$ cat src/rtl/nonce_fifo.sv
// Synchronous show-ahead FIFO for golden nonces. The head is held in a register so the output
// only changes when a new head is presented, and it holds its last value while empty.
module nonce_fifo #(
   parameter int unsigned DEPTH = 4,
   parameter int unsigned AW    = 2
) (
   input  logic        clk,
   input  logic        rst_n,
   input  logic        flush,
   input  logic        push,
   input  logic [31:0] din,
   input  logic        pop,
   output logic [31:0] dout,
   output logic        full,
   output logic        empty
);

   logic [31:0]   mem_q [DEPTH];
   logic [AW-1:0] wr_ptr_q, rd_ptr_q, rd_next;
   logic [AW:0]   count_q;
   logic [31:0]   head_q;
   logic          push_eff, pop_eff;

   assign empty    = (count_q == '0);
   assign full     = (count_q == (AW+1)'(DEPTH));
   assign pop_eff  = pop && !empty;
   // A full FIFO still accepts a push when an entry leaves in the same cycle.
   assign push_eff = push && (!full || pop_eff);
   assign rd_next  = rd_ptr_q + AW'(1);
   assign dout     = head_q;

   // Storage array write.
   always_ff @(posedge clk or negedge rst_n) begin
      if (!rst_n) begin
         for (int i = 0; i < int'(DEPTH); i++) mem_q[i] <= '0;
      end else if (push_eff && !flush) begin
         mem_q[wr_ptr_q] <= din;
      end
   end

   // Pointers and occupancy; flush empties the FIFO.
   always_ff @(posedge clk or negedge rst_n) begin
      if (!rst_n) begin
         wr_ptr_q <= '0;
         rd_ptr_q <= '0;
         count_q  <= '0;
      end else if (flush) begin
         wr_ptr_q <= '0;
         rd_ptr_q <= '0;
         count_q  <= '0;
      end else begin
         if (push_eff) wr_ptr_q <= wr_ptr_q + AW'(1);
         if (pop_eff)  rd_ptr_q <= rd_next;
         if (push_eff && !pop_eff)      count_q <= count_q + (AW+1)'(1);
         else if (pop_eff && !push_eff) count_q <= count_q - (AW+1)'(1);
      end
   end

   // Show-ahead head register: load the next entry on pop, or din when pushing into empty.
   always_ff @(posedge clk or negedge rst_n) begin
      if (!rst_n) begin
         head_q <= '0;
      end else if (!flush) begin
         if (pop_eff) begin
            if (count_q > (AW+1)'(1)) head_q <= mem_q[rd_next];
            else if (push_eff)        head_q <= din;
         end else if (push_eff && empty) begin
            head_q <= din;
         end
      end
   end

endmodule

$ cat config.mk
export PLATFORM = sky130hd
export DESIGN_NAME = nonce_fifo
export DESIGN_NICKNAME = d
export VERILOG_FILES = /design/src/rtl/nonce_fifo.sv
export SDC_FILE = /design/constraint.sdc
export NUM_CORES = 1
export LEC_CHECK = 0
export BUFFER_PORTS_ARGS = -buffer_cell sky130_fd_sc_hd__buf_2
export CAP_MARGIN = 20
export CORE_MARGIN = 4
export CORE_UTILIZATION = 59
export CTS_CLUSTER_DIAMETER = 80
export DETAILED_ROUTE_END_ITERATION = 7
export GPL_TIMING_DRIVEN = 0
export PLACE_DENSITY_LB_ADDON = 0.3
export SYNTH_ARGS = -nofsm -noshare
export SYNTH_HDL_FRONTEND = slang
export SYNTH_SLANG_ARGS = --single-unit
$ cat constraint.sdc
create_clock -name clk -period 2.3 [get_ports clk]
set_input_delay 0.115 -clock clk [delete_from_list [all_inputs] [get_ports clk]]
set_output_delay 0.115 -clock clk [all_outputs]
set_load 0.02 [all_outputs]
* Yosys cells after proc, flatten, opt, wreduce, memory -nomap -nowiden *
Cells that the tools add are included.

storage, ports and cells
  register bits after elaboration = 167
  logic and storage cells = 57

cells by class
  $add $sub $neg = 4
  order comparisons = 4
  equal/unequal tests = 2
  mux-type cells = 17
  bitwise operators = 3
  reduce and logical (&&, ||, !) cells = 19

operators with widths
  kind                                                           count
  two-way mux 32 bit                                             7
  bitwise mux 128 bit                                            1
  binary-select mux 32 bit (select 2 bit)                        1
  demux 32 bit (select 2 bit)                                    1
  two-way mux 3 bit                                              3
  two-way mux 2 bit                                              4
  logical AND 1 bit                                              7
  >= comparator 3 bit, second input constant                     2
  inverter 2 -> 3 bit                                            2
  nonzero test 2 bit                                             3
  zero test 1 bit                                                5
  adder 2 x 1 -> 2 bit, second input constant                    2
  adder 3 x 1 -> 3 bit, second input constant                    1
  == test 3 bit, second input constant                           1
  greater-than comparator 3 x 1 -> 1 bit, second input constant  1
  zero test 3 bit                                                1
  < comparator 3 x 1 -> 1 bit, second input constant             1
  != test 3 x 2 -> 1 bit, second input constant                  1
  AND reduction 3 bit                                            1
  nonzero test 3 bit                                             1
  subtractor 3 x 1 -> 3 bit, second input constant               1
  logical OR 1 bit                                               1
  inverter 1 bit                                                 1

* Longest topological paths before layout *
  depth in word-level cells = 10
  mapped depth = 8
  gate-level depth less buffers = 7

* Worst setup path before layout *
OpenSTA, ideal clock, no wires.

  path kind = register to register
  from = reg count_q[1]
  to = reg head_q[30], in the netlist dout[30]
  data arrival time = 1,830 ps
  data required time = 2,162 ps
  slack = 332 ps
  cell stages (with the launch flop) = 9
  path buffers = 1
  clock period less this slack = 1,968 ps
  path through = dfrtp_1 -> inv_1 -> ha_1 -> nand2b_1 -> inv_2 -> a21oi_1 -> a211oi_2 -> buf_2 -> o221ai_1

between the ends
  cells in the longest elaborated chain, start to end = 8
  elaborated cells on any way between the ends = 14

RTL lines
  what                                  RTL line  text
  from (decl)                           20        logic [AW:0] count_q;
  from (signal assigned)                54        if (push_eff && !pop_eff) count_q <= count_q + (AW+1)'(1);
  from (signal assigned)                55        else if (pop_eff && !push_eff) count_q <= count_q - (AW+1)'(1);
  zero test 3 bit (*)                   24        assign empty = (count_q == '0);
  named net empty                       15        output logic empty
  zero test 1 bit                       26        assign pop_eff = pop && !empty;
  logical AND 1 bit                     26
  logical OR 1 bit                      28        assign push_eff = push && (!full || pop_eff);
  logical AND 1 bit                     28
  logical AND 1 bit                     67        end else if (push_eff && empty) begin
  nonzero test 2 bit (no source line)   --
  AND reduction 3 bit (no source line)  --
  to (signal assigned)                  65        if (count_q > (AW+1)'(1)) head_q <= mem_q[rd_next];
  to (signal assigned)                  66        else if (push_eff) head_q <= din;
  to (signal assigned)                  68        head_q <= din;
  to (decl)                             21        logic [31:0] head_q;

Mark *: on every way through the listed nets, which the timed path passes. The rest lies on a longest branch.
A chain may end at the register's enable or synchronous reset.

* Worst setup path in the final report *
  from = reg count_q[1]
  to = reg head_q[28], in the netlist dout[28]

between the ends
  cells in the longest elaborated chain, start to end = 8
  elaborated cells on any way between the ends = 14

RTL lines
  what                                  RTL line
  zero test 3 bit                       24
  zero test 1 bit                       26
  logical AND 1 bit                     26
  logical OR 1 bit                      28
  logical AND 1 bit                     28
  logical AND 1 bit                     67
  nonzero test 2 bit (no source line)   --
  AND reduction 3 bit (no source line)  --

Parallel ways exist; a longest one is shown, timed or not.

==> run_results.csv <==
group,metric,value,unit
cts,clk_latency,420,ps
power_and_ir_drop,finalPower,11.04,mW
detailed_routing,drt-vias-per-instance,5.520,
sta,rsz0062_at_grt,"false",
grt,grtUsageMet2,0.3935,
yosys,yosys_register_bits,167,
yosys,synthesis.nets,594,
cts,cts_buffers,17,
detailed_routing,vias,4720,
detailed_routing,drc_errors,0,
yosys,yosys.cell_types.count,36,
finish,drive_above_1_share,0.4348,
worst_setup_path,crit_family,"simple AND/OR/NAND/NOR gates",
sta,max_slew_margin,0.4774,
die,num_io_pins,71,
detailed_routing,antenna_left,0,
cts,htree_levels,4,
cts,clkTransAtPathRegs,60,ps
power_and_ir_drop,powerDensity,1183,nW/um2
finish,antenna_cells,0,
yosys,synth_edf_count,0,
worst_setup_path,r2r-start,"count_q[1]",
sta,fmaxAchievable,0.4819,GHz
hold_path,whs_path_depth,3,
sta,finalHoldViolations,0,
grt,grt_use_met3,0.05261,
place,port_buffers,68,
worst_setup_path,r2r_cells,7,
finish,final_nets,716,
grt,grt_busiest_layer,"met2",
hold_path,min_path_type,"in -> reg",
die,initial_core_util,0.6100,
worst_setup_path,crit_slowest_cell,"or3_1",
grt,grt_pass1_wl,26380,um
place,hpwl,10170,um
worst_setup_path,crit_required,2620,ps
hold_path,hold-path-endpoint,"count_q[1]",
worst_setup_path,worst-path-stages,7,
sta,clock_skew,5.522,ps
yosys,synth-seq-area-share,0.5341,
die,die_x,123.2,um
worst_setup_path,critPathLaunchType,"register",
worst_setup_path,r2r_end,"dout[28]",
yosys,synth_cells,549,
yosys,yosysWarnings,0,
finish,syn_to_final_growth,19.29,%
cts,cts.sinks,167,
grt,met1_usage,0.2897,
worst_setup_path,cp_data_arrival_time,2400,ps
die,rows,41,
cts,cts-root-buf,"clkbuf_16",
worst_setup_path,rrSetupSlack,220,ps
yosys,async_flop_share,1.000,
worst_setup_path,critical_path_buf_inv_count,2,
grt,grt_pass1_vias,5244,
grt,gr-total-overflow,0,
sta,max_slew.worst_pin.slew,784.0,ps
die,die_y,123.2,um
worst_setup_path,endpoint_kind,"register",
grt,grt_usage,0.2311,
detailed_routing,post_drt_wl_per_cell,18.68,um
sta,setup_viol,0,
sta,maxSlewViolCount,0,
detailed_routing,dr.pass1.iters,5,
grt,grt_max_degree,105,
sta,finalCritPeriodShare,0.9023,
worst_setup_path,path_max_fanout,10,
die,dieArea,15170,um2
detailed_routing,postRouteWirelength,15970,um
yosys,postSynthAreaPerCell,14.25,um2
worst_setup_path,path_class,"reg -> reg",
yosys,syn_area,7824,um2
power_and_ir_drop,p_leak,4.506,nW
sta,fin_setup_tns,0,ps
flow_run,maxCapViolCount,0,
place,gp_congestion,0.8109,
sta,holdWs,38.85,ps
sta,min_period,2075,ps
worst_setup_path,critical-path-max-stage-delay,450,ps
run_status,status,"completed",
power_and_ir_drop,peakVddDrop,0.6618,mV
cts,clock_path_buffers,2,
die,core_area,12820,um2
worst_setup_path,crit_chain,"inv_1 > ha_4 > nor2_2 > a21oi_1 > or3_1 > clkbuf_4 > o221ai_1",
hold_path,worstHoldStart,"push",
detailed_routing,drt_iter0_drc,349,
cts,cts_tree,"done",
yosys,synthFlopType,"dfrtp_1",
grt,antenna_found_initial,0,
-- worst register-to-register path, cell delays in order (launching register included) --
cell and delay [ps]:
dfrtp_1 400, inv_1 140, ha_4 220, nor2_2 170, a21oi_1 110, or3_1 450, clkbuf_4 270, o221ai_1 200
-- logic make-up (layout without fill, tap and decap cells) --
| logic type | count (synthesis) | after routing | synth area share |
|---|---|---|---|
| simple gates | 60 | 60 | 0.03710 |
| mux | 161 | 161 | 0.2959 |
| fa+ha+maj | 8 | 8 | 0.01279 |
| buf+inv | 105 | 239 | 0.06493 |
| flops | 167 | 167 | 0.5341 |
| xor+xnor | 3 | 3 | 0.003359 |
| compound gates | 45 | 45 | 0.05181 |
-- routing by layer --
layer	part of all wire	vias to the layer above
li1	-	2181
met1	0.43	2397
met2	0.51	120
met3	0.047	22
met4	0.016	0
met5	0	-
-- power by group --
group          internal, mW  switching (mW)  total [mW]
Clock                  1.57            1.07        2.64
Sequential             4.09           0.607        4.70
Combinational          2.01            1.69        3.70
-- state kept, by name, indices dropped and copies added, names as in the netlist --
| register | cells |
|---|---|
| wr_ptr_q | 2 |
| rd_ptr_q | 2 |
| dout | 32 |
| mem_q | 128 |
| count_q | 3 |
-- how the worst max path moves through the flow --
stage                     startpoint  endpoint
after floorplan           count_q[1]  dout[30]
after global placement         rst_n  dout[24]
after detailed placement  count_q[1]  dout[24]
after CTS                 count_q[1]  dout[28]
after global routing      count_q[0]  dout[24]
final                     count_q[1]  dout[28]
-- cell type report --
| cell class | count | area, um2 |
|---|---|---|
| Buffer | 32 | 246.5 |
| Clock buffer | 29 | 540.5 |
| Clock inverter | 2 | 10.01 |
| Fill cell | 851 | 3492 |
| Inverter | 72 | 270.3 |
| Multi-Input combinational cell | 277 | 3149 |
| Sequential cell | 167 | 4179 |
| Tap cell | 172 | 215.2 |
| Timing Repair Buffer | 104 | 721.9 |
-- what timing repair did --
item | in CTS | in global routing
setup endpoints to repair | 30 | 31
hold endpoints to repair | 228 | 0
resized for setup | 3 | 6
hold buffers | 34 | 0
setup buffers | 1 | 0
pin swaps | 1 | 0
-- metrics by stage --
stage	instance area [um2]	util	setup slack, ps	std cells
after floorplan	7824	-	332.0	549
after global placement	8379	0.6534	-1249	789
after detailed placement	8413	0.6560	-112.5	790
after CTS	9316	0.7264	85.75	856
after global routing	9333	0.7277	68.07	855
final	9333	0.7277	224.7	855
-- synthesized netlist by cell type (2+ instances only) --
library cell  count  area share
xnor2_1           2      0.0022
o221ai_1         32       0.036
mux2_2           90        0.13
nor2_1            8      0.0038
a211oi_1          2      0.0019
buf_6            13       0.019
ha_1              8       0.013
nand3_1           4      0.0026
clkbuf_1          7      0.0034
nand2_1          34       0.016
dfrtp_1         167        0.53
inv_2             2     0.00096
inv_1            70       0.034
nand3b_1          2      0.0019
mux2_4           38       0.073
nand2_4           4      0.0058
mux4_2           32       0.092
or3_1             2      0.0016
a21oi_1           3      0.0019
buf_2            13      0.0083
-- layout by cell type (no fill, tap or decap), types with 2 or more instances in the layout --
cell type,n
nand3b_1,2
a21oi_1,3
inv_2,2
dlygate4sd3_1,34
clkbuf_8,7
clkbuf_4,4
xnor2_1,2
nor2_1,8
buf_2,77
or3_1,2
a211oi_1,2
nand2_1,34
nand3_1,4
mux2_2,90
buf_6,14
mux4_2,32
inv_1,70
mux2_4,38
clkbuf_1,9
clkbuf_16,17
nand2_4,4
ha_1,7
dfrtp_1,167
o221ai_1,32
clkinv_2,2
No activity file was read; power rests on OpenSTA's default activity.
